--- src/rtl/comms_link_scheduler.sv ---
// comms_link_scheduler
//   Shares one bit-serial comms link among NUM_REQ requesters.
//   - Round-robin grant. The scan starts one past the last finished owner.
//   - The winner's frame is captured into link_send_buf on the grant edge.
//     link_start is then pulsed for START_W cycles.
//   - link_busy is supervised with a TIMEOUT-cycle watchdog in two places:
//     waiting for busy to rise, and waiting for busy to fall.
//   - Received frames are held in a single-entry valid/ready register.
//     A frame that arrives while the register is full is dropped and
//     rx_overflow is set (sticky until reset).
// Ports
//   clk, rst                  clock, async active-high reset
//   req_valid/req_data        per-requester frame offer (data at [i*DATA_W +: DATA_W])
//   req_ready/done/err        one-hot 1-cycle pulses: accepted / sent / timed out
//   link_ready_send           link can accept a frame
//   link_busy                 link is shifting a frame
//   link_start                start pulse to link
//   link_send_buf             frame presented to link
//   link_rx_new, link_rx_buf  new received frame strobe + data
//   rx_valid/rx_data/rx_ready buffered receive output
//   rx_overflow               sticky frame-drop flag
//   busy, owner               scheduler active / current-or-last grantee

// Per-requester handshake pulse register.
module comms_link_scheduler_port (
    input  logic clk,
    input  logic rst,
    input  logic selGrant,
    input  logic selOwner,
    input  logic grantPulse,
    input  logic donePulse,
    input  logic errPulse,
    output logic ready,
    output logic done,
    output logic err
);
    always_ff @(posedge clk or posedge rst) begin
        if (rst) begin
            ready <= 1'b0;
            done  <= 1'b0;
            err   <= 1'b0;
        end else begin
            ready <= grantPulse && selGrant;
            done  <= donePulse && selOwner;
            err   <= errPulse && selOwner;
        end
    end
endmodule

module comms_link_scheduler #(
    parameter int NUM_REQ = 4,
    parameter int DATA_W  = 256,
    parameter int START_W = 2,
    parameter int TIMEOUT = 4096
) (
    input  logic                       clk,
    input  logic                       rst,
    input  logic [NUM_REQ-1:0]         req_valid,
    input  logic [NUM_REQ*DATA_W-1:0]  req_data,
    output logic [NUM_REQ-1:0]         req_ready,
    output logic [NUM_REQ-1:0]         req_done,
    output logic [NUM_REQ-1:0]         req_err,
    input  logic                       link_ready_send,
    input  logic                       link_busy,
    output logic                       link_start,
    output logic [DATA_W-1:0]          link_send_buf,
    input  logic                       link_rx_new,
    input  logic [DATA_W-1:0]          link_rx_buf,
    output logic                       rx_valid,
    output logic [DATA_W-1:0]          rx_data,
    input  logic                       rx_ready,
    output logic                       rx_overflow,
    output logic                       busy,
    output logic [$clog2(NUM_REQ)-1:0] owner
);
    localparam int OWN_W = $clog2(NUM_REQ);
    localparam int TO_W  = $clog2(TIMEOUT);
    localparam int ST_W  = $clog2(START_W + 1);

    typedef enum logic [2:0] {
        IDLE, GRANT, START, WAIT_BUSY, XFER, DONE, ERR
    } state_t;

    state_t            state, stateNxt;
    logic [OWN_W-1:0]  lastOwner, lastOwnerNxt;
    logic [OWN_W-1:0]  winner;
    logic [TO_W-1:0]   toCnt, toCntNxt;
    logic [ST_W-1:0]   startCnt, startCntNxt;
    logic              linkStartNxt;
    logic              grantPulse, donePulse, errPulse;

    // Requester index k positions past base, wrapping at NUM_REQ.
    function automatic logic [OWN_W-1:0] rotIdx(input logic [OWN_W-1:0] base, input int k);
        int s;
        s = int'(base) + k;
        if (s >= NUM_REQ) s = s - NUM_REQ;
        return OWN_W'(s);
    endfunction

    // Round-robin pick. The scan runs from farthest to nearest so that the
    // nearest pending requester after lastOwner is written last and wins.
    always_comb begin
        winner = lastOwner;
        for (int k = NUM_REQ; k >= 1; k--) begin
            if (req_valid[rotIdx(lastOwner, k)]) winner = rotIdx(lastOwner, k);
        end
    end

    always_comb begin
        stateNxt     = state;
        lastOwnerNxt = lastOwner;
        toCntNxt     = toCnt;
        startCntNxt  = startCnt;
        linkStartNxt = 1'b0;
        grantPulse   = 1'b0;
        donePulse    = 1'b0;
        errPulse     = 1'b0;
        case (state)
            IDLE: begin
                if ((|req_valid) && link_ready_send) begin
                    stateNxt   = GRANT;
                    grantPulse = 1'b1;
                end
            end
            GRANT: begin
                stateNxt     = START;
                linkStartNxt = 1'b1;
                startCntNxt  = '0;
            end
            START: begin
                if (startCnt == ST_W'(START_W - 1)) begin
                    stateNxt = WAIT_BUSY;
                    toCntNxt = '0;
                end else begin
                    startCntNxt  = startCnt + 1'b1;
                    linkStartNxt = 1'b1;
                end
            end
            WAIT_BUSY: begin
                if (link_busy) begin
                    stateNxt = XFER;
                    toCntNxt = '0;
                end else if (toCnt == TO_W'(TIMEOUT - 1)) begin
                    stateNxt = ERR;
                    errPulse = 1'b1;
                end else begin
                    toCntNxt = toCnt + 1'b1;
                end
            end
            XFER: begin
                if (!link_busy) begin
                    stateNxt  = DONE;
                    donePulse = 1'b1;
                end else if (toCnt == TO_W'(TIMEOUT - 1)) begin
                    stateNxt = ERR;
                    errPulse = 1'b1;
                end else begin
                    toCntNxt = toCnt + 1'b1;
                end
            end
            DONE, ERR: begin
                lastOwnerNxt = owner;
                stateNxt     = IDLE;
            end
            default: stateNxt = IDLE;
        endcase
    end

    always_ff @(posedge clk or posedge rst) begin
        if (rst) begin
            state         <= IDLE;
            lastOwner     <= OWN_W'(NUM_REQ - 1);
            owner         <= '0;
            toCnt         <= '0;
            startCnt      <= '0;
            link_start    <= 1'b0;
            busy          <= 1'b0;
            link_send_buf <= '0;
        end else begin
            state      <= stateNxt;
            lastOwner  <= lastOwnerNxt;
            toCnt      <= toCntNxt;
            startCnt   <= startCntNxt;
            link_start <= linkStartNxt;
            busy       <= (stateNxt != IDLE);
            // The frame is latched at grant, so a requester may drop
            // req_valid afterwards without disturbing the transfer.
            if (grantPulse) begin
                owner         <= winner;
                link_send_buf <= req_data[winner*DATA_W +: DATA_W];
            end
        end
    end

    // The ready pulse targets the winner, because owner is only updated on
    // that same edge. The done/err pulses target the settled owner.
    for (genvar i = 0; i < NUM_REQ; i++) begin : gPort
        comms_link_scheduler_port uPort (
            .clk        (clk),
            .rst        (rst),
            .selGrant   (winner == OWN_W'(i)),
            .selOwner   (owner == OWN_W'(i)),
            .grantPulse (grantPulse),
            .donePulse  (donePulse),
            .errPulse   (errPulse),
            .ready      (req_ready[i]),
            .done       (req_done[i]),
            .err        (req_err[i])
        );
    end

    // Receive buffer. A new frame may replace the held one in the same
    // cycle that the consumer takes it.
    always_ff @(posedge clk or posedge rst) begin
        if (rst) begin
            rx_valid    <= 1'b0;
            rx_data     <= '0;
            rx_overflow <= 1'b0;
        end else if (link_rx_new && (!rx_valid || rx_ready)) begin
            rx_valid <= 1'b1;
            rx_data  <= link_rx_buf;
        end else if (link_rx_new) begin
            rx_overflow <= 1'b1;
        end else if (rx_valid && rx_ready) begin
            rx_valid <= 1'b0;
        end
    end
endmodule

--- config.mk ---
export PLATFORM = sky130hd
export DESIGN_NAME = comms_link_scheduler
export DESIGN_NICKNAME = d
export VERILOG_FILES = /design/src/rtl/comms_link_scheduler.sv
export SDC_FILE = /design/constraint.sdc
export NUM_CORES = 1
export LEC_CHECK = 0
export ABC_AREA = 1
export BUFFER_PORTS_ARGS = -buffer_cell sky130_fd_sc_hd__buf_2
export CORE_AREA = 2 2 707 709
export CTS_CLUSTER_SIZE = 16
export DETAILED_ROUTE_END_ITERATION = 16
export DIE_AREA = 0 0 709 711
export REMOVE_ABC_BUFFERS = 1
export SLEW_MARGIN = 20
export SYNTH_ARGS = -nofsm -noshare
export SYNTH_HDL_FRONTEND = slang
export SYNTH_SLANG_ARGS = --single-unit
--- constraint.sdc ---
create_clock -name clk -period 25.5 [get_ports clk]
set_input_delay 5.1 -clock clk [delete_from_list [all_inputs] [get_ports clk]]
set_output_delay 5.1 -clock clk [all_outputs]
set_load 0.02 [all_outputs]
# Word level (Yosys, flattened, before mapping)
# Cells that the tools add are included.
[op_classes] n_addsub=10 shifts=1 n_mux=42 magnitude_cmp=8 n_eq_ne=18 n_reduce_logical=30 bitwise_logic=1
[op_table] operator="indexed part select 1024 x 11 -> 256 bit" n=1
[op_table] operator="two-way mux 12 bit" n=4
[op_table] operator="case mux 12 bit (3 select lines)" n=1
[op_table] operator="two-way mux 2 bit" n=9
[op_table] operator="logical AND 1 bit" n=15
[op_table] operator="two-way mux 1 bit" n=15
[op_table] operator="two-way mux 3 bit" n=5
[op_table] operator="case mux 3 bit (5 select lines)" n=1
[op_table] operator="adder 12 x 1 -> 12 bit, second input constant" n=1
[op_table] operator="equality test 12 bit, second input constant" n=1
[op_table] operator="< comparator 2 x 3 -> 1 bit, second input constant" n=4
[op_table] operator="equality test 3 bit, second input constant" n=3
[op_table] operator="greater-or-equal comparator 3 bit, second input constant" n=3
[op_table] operator="binary-select mux 1 bit (select 2 bit)" n=4
[op_table] operator="equality test 2 bit, second input constant" n=4
[op_table] operator="subtractor 2 x 1 -> 2 bit, second input constant" n=4
[op_table] operator="adder 2 x 2 -> 3 bit, second input constant" n=2
[op_table] operator="equality test 2 x 1 -> 1 bit, second input constant" n=3
[op_table] operator="equality test 3 x 2 -> 1 bit, second input constant" n=2
[op_table] operator="inequality test 2 bit, second input constant" n=3
[op_table] operator="AND reduction 2 bit" n=3
[op_table] operator="nonzero test 3 bit" n=2
[op_table] operator="adder 2 x 3 -> 4 bit, second input constant" n=1
[op_table] operator="greater-or-equal comparator 4 x 3 -> 1 bit, second input constant" n=1
[op_table] operator="15 further kinds" n=18
[word_totals] ff_bits=549 in_bits=1290

# Longest topological paths before layout
# Gate-level depths: netlist (run 1).
[depth] ltp_word=11 mapped_depth=19 ltp_nobuf=15

# Cells and area by module
# From an unflattened synthesis (run 1), not the netlist that was laid out.
[unflattened] hier_cells=4403 hier_area_um2=31176.2
[modules_own_cells] mod="comms_link_scheduler" n_inst=1 cells_per_inst=4363 area_each_um2=30770.8
[modules_own_cells] mod="comms_link_scheduler_port" n_inst=4 cells_per_inst=10 area_each_um2=101.3

# Worst setup path after synthesis (run 1)
# Ideal clock, no wire load.
[synth_path] path_type="input port to flip-flop" from="in req_valid[1]" to="reg link_send_buf[173]" setup_ns=0.117 required_ns=25.383 arrival_ns=6.383 cell_stages=18 path_slack_ns=18.999 path_cell_list="inv_1 -> nand2_1 -> nand3_1 -> nand2_1 -> inv_1 -> nand2_1 -> nand2_1 -> nand2_2 -> nand2_2 -> buf_6 -> buf_4 -> buf_4 -> nand2_1 -> nand2_1 -> nand2_1 -> nand2_1 -> nand2_1 -> nand2_1"
[synth_via] elab_chain_cells=7 word_cells_on_any_way=17
[synth_rtl] element="start: declaration" line="58" text="input logic [NUM_REQ-1:0] req_valid,"
[synth_rtl] element="binary-select mux 1 bit (select 2 bit)" line="105" text="if (req_valid[rotIdx(lastOwner, k)]) winner = rotIdx(lastOwner, k);"
[synth_rtl] element="two-way mux 1 bit (not written as such)" line="105"
[synth_rtl] element="two-way mux 2 bit (4 in series)" line="105"
[synth_rtl] element="indexed part select 1024 x 11 -> 256 bit" line="190" text="link_send_buf <= req_data[winner*DATA_W +: DATA_W];"
[synth_rtl] element="end signal: assignment" line="190"
[synth_rtl] element="end: declaration" line="66" text="output logic [DATA_W-1:0] link_send_buf,"
# Parallel ways exist; a longest one is shown, timed or not. The select of a mux whose other input is x is not followed.
# A chain may end at the register's enable or synchronous reset.

# Worst setup path in the final report (run 1)
[layout_path] from="in req_valid[3]" to="reg link_send_buf[157]"
# Same word-level chain as after synthesis.

==> flow_summary.ini, run 1 <==
[outcome]
status = finished, final reports clean

[die]
core-area_um2 = 496100
initial_core_util_pct = 6.284
fp.dieH_um = 711
num_rows = 259
die-area_um2 = 504100
die_width_um = 709
io_pins = 1820

[grt]
grt_pass1_vias = 37790
grt_max_degree = 109
grt_pass1_wl_mm = 501.1
overflow = 0
grt_usage_pct = 15.95
antenna_found_initial = 470

[synthesis]
ys_seq_area_share_pct = 44.08
ys.flop_type = dfrtp_1
avgSynthCellArea_um2 = 7.076
syn-instance-count = 4406
ys_ff_latch = 549
synth_edf_count = 0
yosysUniqueCellTypes = 29
ys_async_sr_fraction_pct = 100.0
yosys_warnings = 0
syn_area_um2 = 31170

[clock_tree]
clockBufferDepth = 4
clk_pin_slew_ns = 0.05
cts_resized = 0
insertion_delay_ns = 0.89
clock-sinks = 549
clockRootBuffer = clkbuf_16
post_cts_buffers = 0
cts_tree = done
ctsHoldBuffers = 0
cts_buffers = 93
cts_htree_levels = 3

[critical_path]
worstReg2RegEnd = link_send_buf[157]$_DFFE_PP0P_
cp.required_ns = 26.22
start_kind = primary input
r2r_slack_ns = 20.19
cp_max_fo = 69
r2r_cells = 17
critPathCapture = link_send_buf[157]$_DFFE_PP0P_
crit_arrival_ns = 9.61
worst-setup-path-type = primary input to flop
end_kind = flop
reg2reg_from = lastOwner[0]$_DFFE_PP1P_
startpoint = req_valid[3]

[detailed_routing]
drt-wirelength-per-cell_um = 32.40
drt_iter0_drc = 3122
ant_nets = 0
drc = 0
vias_per_cell = 3.108
wirelength_mm = 418.1
detailroute.via_count = 40100
drtPass1Iterations = 6

[power_and_ir_drop]
p_per_area_nw_per_um2 = 151.2
ir_worst_vdd_v = 0.0001438
leakage_uw = 0.02628

[cells_and_area]
seqCellArea_um2 = 13740
multi_input_area_um2 = 15890
drive_gt1_share_pct = 37.63
fin_nets = 7354
fillers = 58360
area_delta_synth_final_pct = 64.14
fin_util_pct = 10.31

[placement]
dpl.hpwl_mm = 363.4
place_ws_ns = 15.82
gp_congestion = 1.159
numPortBuffers = 1819

[timing]
fin_crit_sh_pct = 34.87
clock_skew_ns = 0.1118
slew_headroom_pct = 31.46
period_needed_ns = 8.891
fin_setup_tns_ns = 0
fmax_mhz = 112.5
rsz0062_at_grt = false
setup_violations = 0
setup_slack_ns = 16.61
worst_pin_slew_ns = 1.028
slew_violations = 0
finalHoldViolCount = 0

[hold_path]
hp-start = rx_overflow$_DFFE_PP0P_
min_path_type = flop to flop

[job]
maxCapViolCount = 0
[final cells by class]
class	count	area share [%]
Tap cell	6655	16.27
Sequential cell	549	26.85
Timing Repair Buffer	1886	18.90
Antenna cell	125	0.6113
Inverter	35	0.3007
Multi-Input combinational cell	3497	31.05
Clock buffer	117	5.017
Clock inverter	41	1.005
[where the power goes]
group          total, µW  internal [µW]  switching [µW]
registers           1290           1130             161
logic               5080           1170            3900
clock network       1370            801             570
[critical path, stage by stage]
cell     delay, ns
buf_2         0.11
inv_1         0.08
nand2_1       0.07
nand3_1       0.13
nand2_1       0.06
inv_1         0.07
nand2_1       0.10
nand2_1       0.18
nand2_8       0.37
nand2_8       0.53
buf_4         0.52
buf_4         0.56
buf_4         0.69
nand2_1       0.27
nand2_1       0.20
nand2_1       0.10
nand2_1       0.10
nand2_1       0.05
nand2_1       0.08
[layout by cell type (no fill, tap or decap), types with 6 or more instances in the layout]
| master | instances |
|---|---|
| diode_2 | 125 |
| nor2_1 | 29 |
| o21ai_0 | 19 |
| buf_2 | 1819 |
| clkbuf_8 | 15 |
| nand3_1 | 532 |
| clkinv_4 | 6 |
| mux2_2 | 256 |
| buf_4 | 62 |
| bufinv_16 | 9 |
| inv_1 | 30 |
| clkbuf_1 | 9 |
| nand2_1 | 2630 |
| clkbuf_16 | 93 |
| dfrtp_1 | 547 |
| clkinv_2 | 14 |
[how the worst min path moves through the flow]
stage	cells past startpoint	end	slack (ns)
after detailed placement	2	link_send_buf[14]$_DFFE_PP0P_	0.46
final	1	rx_overflow$_DFFE_PP0P_	0.47
after floorplan	1	startCnt[0]$_DFFE_PP0P_	0.46
after global routing	2	link_send_buf[34]$_DFFE_PP0P_	0.49
after global placement	2	link_send_buf[160]$_DFFE_PP0P_	0.46
after CTS	2	link_send_buf[138]$_DFFE_PP0P_	0.47
[cell usage after synthesis (all sizes together) (2+ instances only)]
master / instances / share of area, %
a21oi: 5 / 0.080
buf: 172 / 2.9
clkbuf: 153 / 1.8
dfrtp: 547 / 44
dfstp: 2 / 0.17
ha: 2 / 0.080
inv: 34 / 0.41
mux2: 256 / 9.2
nand2: 2634 / 32
nand3: 534 / 8.6
nand4: 3 / 0.060
nor2: 29 / 0.35
nor3: 4 / 0.064
nor4: 2 / 0.040
o21ai: 20 / 0.32
xor2: 3 / 0.084
[metal layers]
layer  share of wire (%)  track usage (%)  up-vias
met5                0.41           0.3142        -
met4                 3.7            4.109      226
met3                  14            9.603     1048
met2                  43            24.80     2604
met1                  39            18.36    18910
li1                    -                -    17310
[state kept, by name, indices dropped and copies added, names as in the netlist]
register	flops
busy	1
link_start	1
rx_overflow	1
rx_valid	1
gPort.uPort.done	4
link_send_buf	256
startCnt	2
state	3
toCnt	12
gPort.uPort.ready	4
rx_data	256
lastOwner	2
owner	2
gPort.uPort.err	4
[metrics by stage]
step,hold slack (ns),std cells,total power (µW),cell area (µm²)
6_report,0.4699,12910,7735,51170
5_1_grt,0.4905,12820,8395,50970
4_1_cts,0.4731,12780,8017,50860
3_5_place_dp,0.4597,12620,6570,47780
3_3_place_gp,0.4580,12620,6595,47780
2_1_floorplan,0.4646,4081,4252,29700
[cell families (layout without fill, tap and decap cells)]
kind of cell    Yosys count  after routing  share of synthesized area, %
simple gates           3207           3207                         40.85
flops                   549            549                         44.08
buf+inv                 360           2079                         5.165
mux                     256            256                         9.247
compound gates           29             29                        0.4937
xor+xnor                  3              3                       0.08430
fa+ha+maj                 2              2                       0.08026
other cells               0            125                             0
Note: power is estimated with default switching activity, not from simulation.
==> run 2: changes to the inputs <==
--- a/config.mk
+++ b/config.mk
@@ -5,12 +5,12 @@
 export SDC_FILE = /design/constraint.sdc
 export NUM_CORES = 1
 export LEC_CHECK = 0
-export ABC_AREA = 1
+export ABC_AREA = 0
 export BUFFER_PORTS_ARGS = -buffer_cell sky130_fd_sc_hd__buf_2
-export CORE_AREA = 2 2 707 709
+export CORE_AREA = 2 2 700 702
 export CTS_CLUSTER_SIZE = 16
 export DETAILED_ROUTE_END_ITERATION = 16
-export DIE_AREA = 0 0 709 711
+export DIE_AREA = 0 0 702 704
 export REMOVE_ABC_BUFFERS = 1
 export SLEW_MARGIN = 20
 export SYNTH_ARGS = -nofsm -noshare
==> constraint.sdc (replaced) <==
create_clock -name clk -period 9.1 [get_ports clk]
set_input_delay 1.82 -clock clk [delete_from_list [all_inputs] [get_ports clk]]
set_output_delay 1.82 -clock clk [all_outputs]
set_load 0.02 [all_outputs]
==> flow_summary.ini, run 2 <==
[placement]
dpl.hpwl_mm = 397.4
gp_congestion = 1.072
placed_area_um2 = 43750
place_ws_ns = 4.384
numPortBuffers = 1819

[die]
io_pins = 1820
fp.dieH_um = 704
core-area_um2 = 487500
initial_core_util_pct = 5.578
num_rows = 257
die_width_um = 702
die-area_um2 = 494200

[clock_tree]
post_cts_buffers = 0
cts_buffers = 90
cts_tree = done
clockRootBuffer = clkbuf_16
clock-sinks = 549
clk_pin_slew_ns = 0.06
ctsHoldBuffers = 0
clockBufferDepth = 4
insertion_delay_ns = 0.80
cts_resized = 0
cts_htree_levels = 3

[critical_path]
end_kind = flop
start_kind = primary input
crit_arrival_ns = 4.74
r2r_cells = 7
cp.required_ns = 9.79
worst-setup-path-type = primary input to flop
cp_max_fo = 115

[timing]
fmax_mhz = 247.0
slew_violations = 0
period_needed_ns = 4.049
setup_violations = 0
finalHoldViolCount = 0
rsz0062_at_grt = false
setup_slack_ns = 5.051
clock_skew_ns = 0.04214
whs_ns = 0.4958
slew_headroom_pct = 13.71
fin_crit_sh_pct = 44.49
fin_setup_tns_ns = 0
worst_pin_slew_ns = 1.294

[cells_and_area]
fin_util_pct = 9.853
stdcell_area_um2 = 48030
drive_gt1_share_pct = 56.87
final_cell_mix = 1819 x buf_2, 547 x dfrtp_1, 518 x nand3_1
reg_top3 = link_send_buf: 256 flops, rx_data: 256 flops, toCnt: 12 flops
fin_nets = 5512
area_delta_synth_final_pct = 76.64
multi_input_area_um2 = 12100
seqCellArea_um2 = 13740
layout_commonest_cell = buf_2
fillers = 57020

[grt]
grtUsageMet3_pct = 10.26
grt_pass1_wl_mm = 515.6
grt_pass1_vias = 31340
use_met2_pct = 30.64
grtUsageMet1_pct = 15.18
antenna_found_initial = 561
grt_max_degree = 191
overflow = 0
grt_usage_pct = 17.30
grt_busiest_layer = met2

[power_and_ir_drop]
ir_worst_vdd_v = 0.0002272
leakage_uw = 0.01909
p_per_area_nw_per_um2 = 326.4

[synthesis]
synth_most_common_cell = dfrtp_1
yosys-top-cells-count = 547 x dfrtp_1, 518 x nand3_1, 276 x nor2_1
syn-instance-count = 2524
ys.flop_type = dfrtp_1
yosysUniqueCellTypes = 52
yosys_warnings = 0
ys_seq_area_share_pct = 50.53
yosys.area.top_type = dfrtp_1
synth.top_cell.area_share_pct = 50.34
synth.area.top_cells = dfrtp_1 50%, mux2_2 11%, nand3_1 9.5%
avgSynthCellArea_um2 = 10.77
syn_area_um2 = 27190
synth_edf_count = 0
ys_async_sr_fraction_pct = 100.0
ys_ff_latch = 549

[detailed_routing]
drt-wirelength-per-cell_um = 39.68
wirelength_mm = 445.2
ant_nets = 0
detailroute.via_count = 34450
drc = 0
vias_per_cell = 3.070
drt_iter0_drc = 3249
drtPass1Iterations = 7

[hold_path]
holdPathStages = 1
min_path_type = flop to flop

[outcome]
status = finished, final reports clean

[job]
maxCapViolCount = 0
==> run 2: changes by cell type after synthesis, sizes merged, moves of 5 or more <==
cell / before / now
nand2b: 0 / 7
buf: 172 / 153
nor2b: 0 / 5
a31oi: 1 / 256
and2: 0 / 5
and3: 0 / 5
o21ai: 20 / 15
inv: 34 / 7
nand3: 534 / 518
a221oi: 0 / 258
nor2: 29 / 277
clkbuf: 153 / 123
nand2: 2634 / 26
==> run 2: area by class of cell <==
class	count	area share, %
clock buffers	114	5.257
diodes	459	2.391
well taps	6475	16.87
flip-flops and latches	549	28.61
inverters	7	0.07033
multi-input cells	1692	25.19
clock inverters	45	1.269
repair buffers	1880	20.35
==> run 2: worst max-delay path, stage by stage <==
cell,delay [ns]
buf_2,0.19
nor2_1,0.09
nand2_1,0.12
nand4b_1,0.24
buf_12,0.26
buf_12,0.35
a221oi_2,0.68
buf_4,0.31
a31oi_1,0.10
==> run 2: kinds of logic (layout without fill, tap and decap cells) <==
family | count (synthesis) | in the layout | share of synthesized area [%]
adder cells (fa/ha/maj) | 2 | 2 | 0.09201
multiplexers | 258 | 258 | 10.68
AND/OR/NAND/NOR | 864 | 864 | 14.81
XOR/XNOR | 7 | 7 | 0.2255
flip-flops | 549 | 549 | 50.53
buffers and inverters | 283 | 2046 | 5.250
AO/OA/AOI/OAI | 561 | 561 | 18.41
other | 0 | 459 | 0
==> run 2: path summary, 6_finish.rpt <==
path / start / to / slack [ns]
min in group asynchronous: rst / rx_data[235]$_DFFE_PP0P_ / 1.14
worst min register to register: rx_data[140]$_DFFE_PP0P_ / rx_data[140]$_DFFE_PP0P_ / 0.50
max in group asynchronous: rst / link_send_buf[25]$_DFFE_PP0P_ / 5.90
worst max-delay path: req_valid[1] / link_send_buf[102]$_DFFE_PP0P_ / 5.05
worst min-delay path: rx_data[140]$_DFFE_PP0P_ / rx_data[140]$_DFFE_PP0P_ / 0.50
worst max register to register: state[0]$_DFF_PP0_ / link_send_buf[102]$_DFFE_PP0P_ / 5.45
==> run 2: layer usage <==
metal  share of wire, %  vias to the layer above  wire length [µm]
li1                   -                    13560                 -
met3                 14                     1158             60480
met5               0.38                        -              1703
met4                6.1                      266             27050
met1                 30                    16880            131800
met2                 50                     2594            224200
==> run 2: through the flow <==
step | total power [µW] | instances
floorplan | 7897 | 2248
global placement | 11950 | 10600
detailed placement | 11980 | 10600
CTS | 16010 | 10760
global route | 16430 | 11080
finish | 15680 | 11220
==> run 2: where the power goes <==
part / internal [µW] / switching, µW
registers: 3230 / 550
clock network: 2330 / 1570
logic: 1990 / 6010
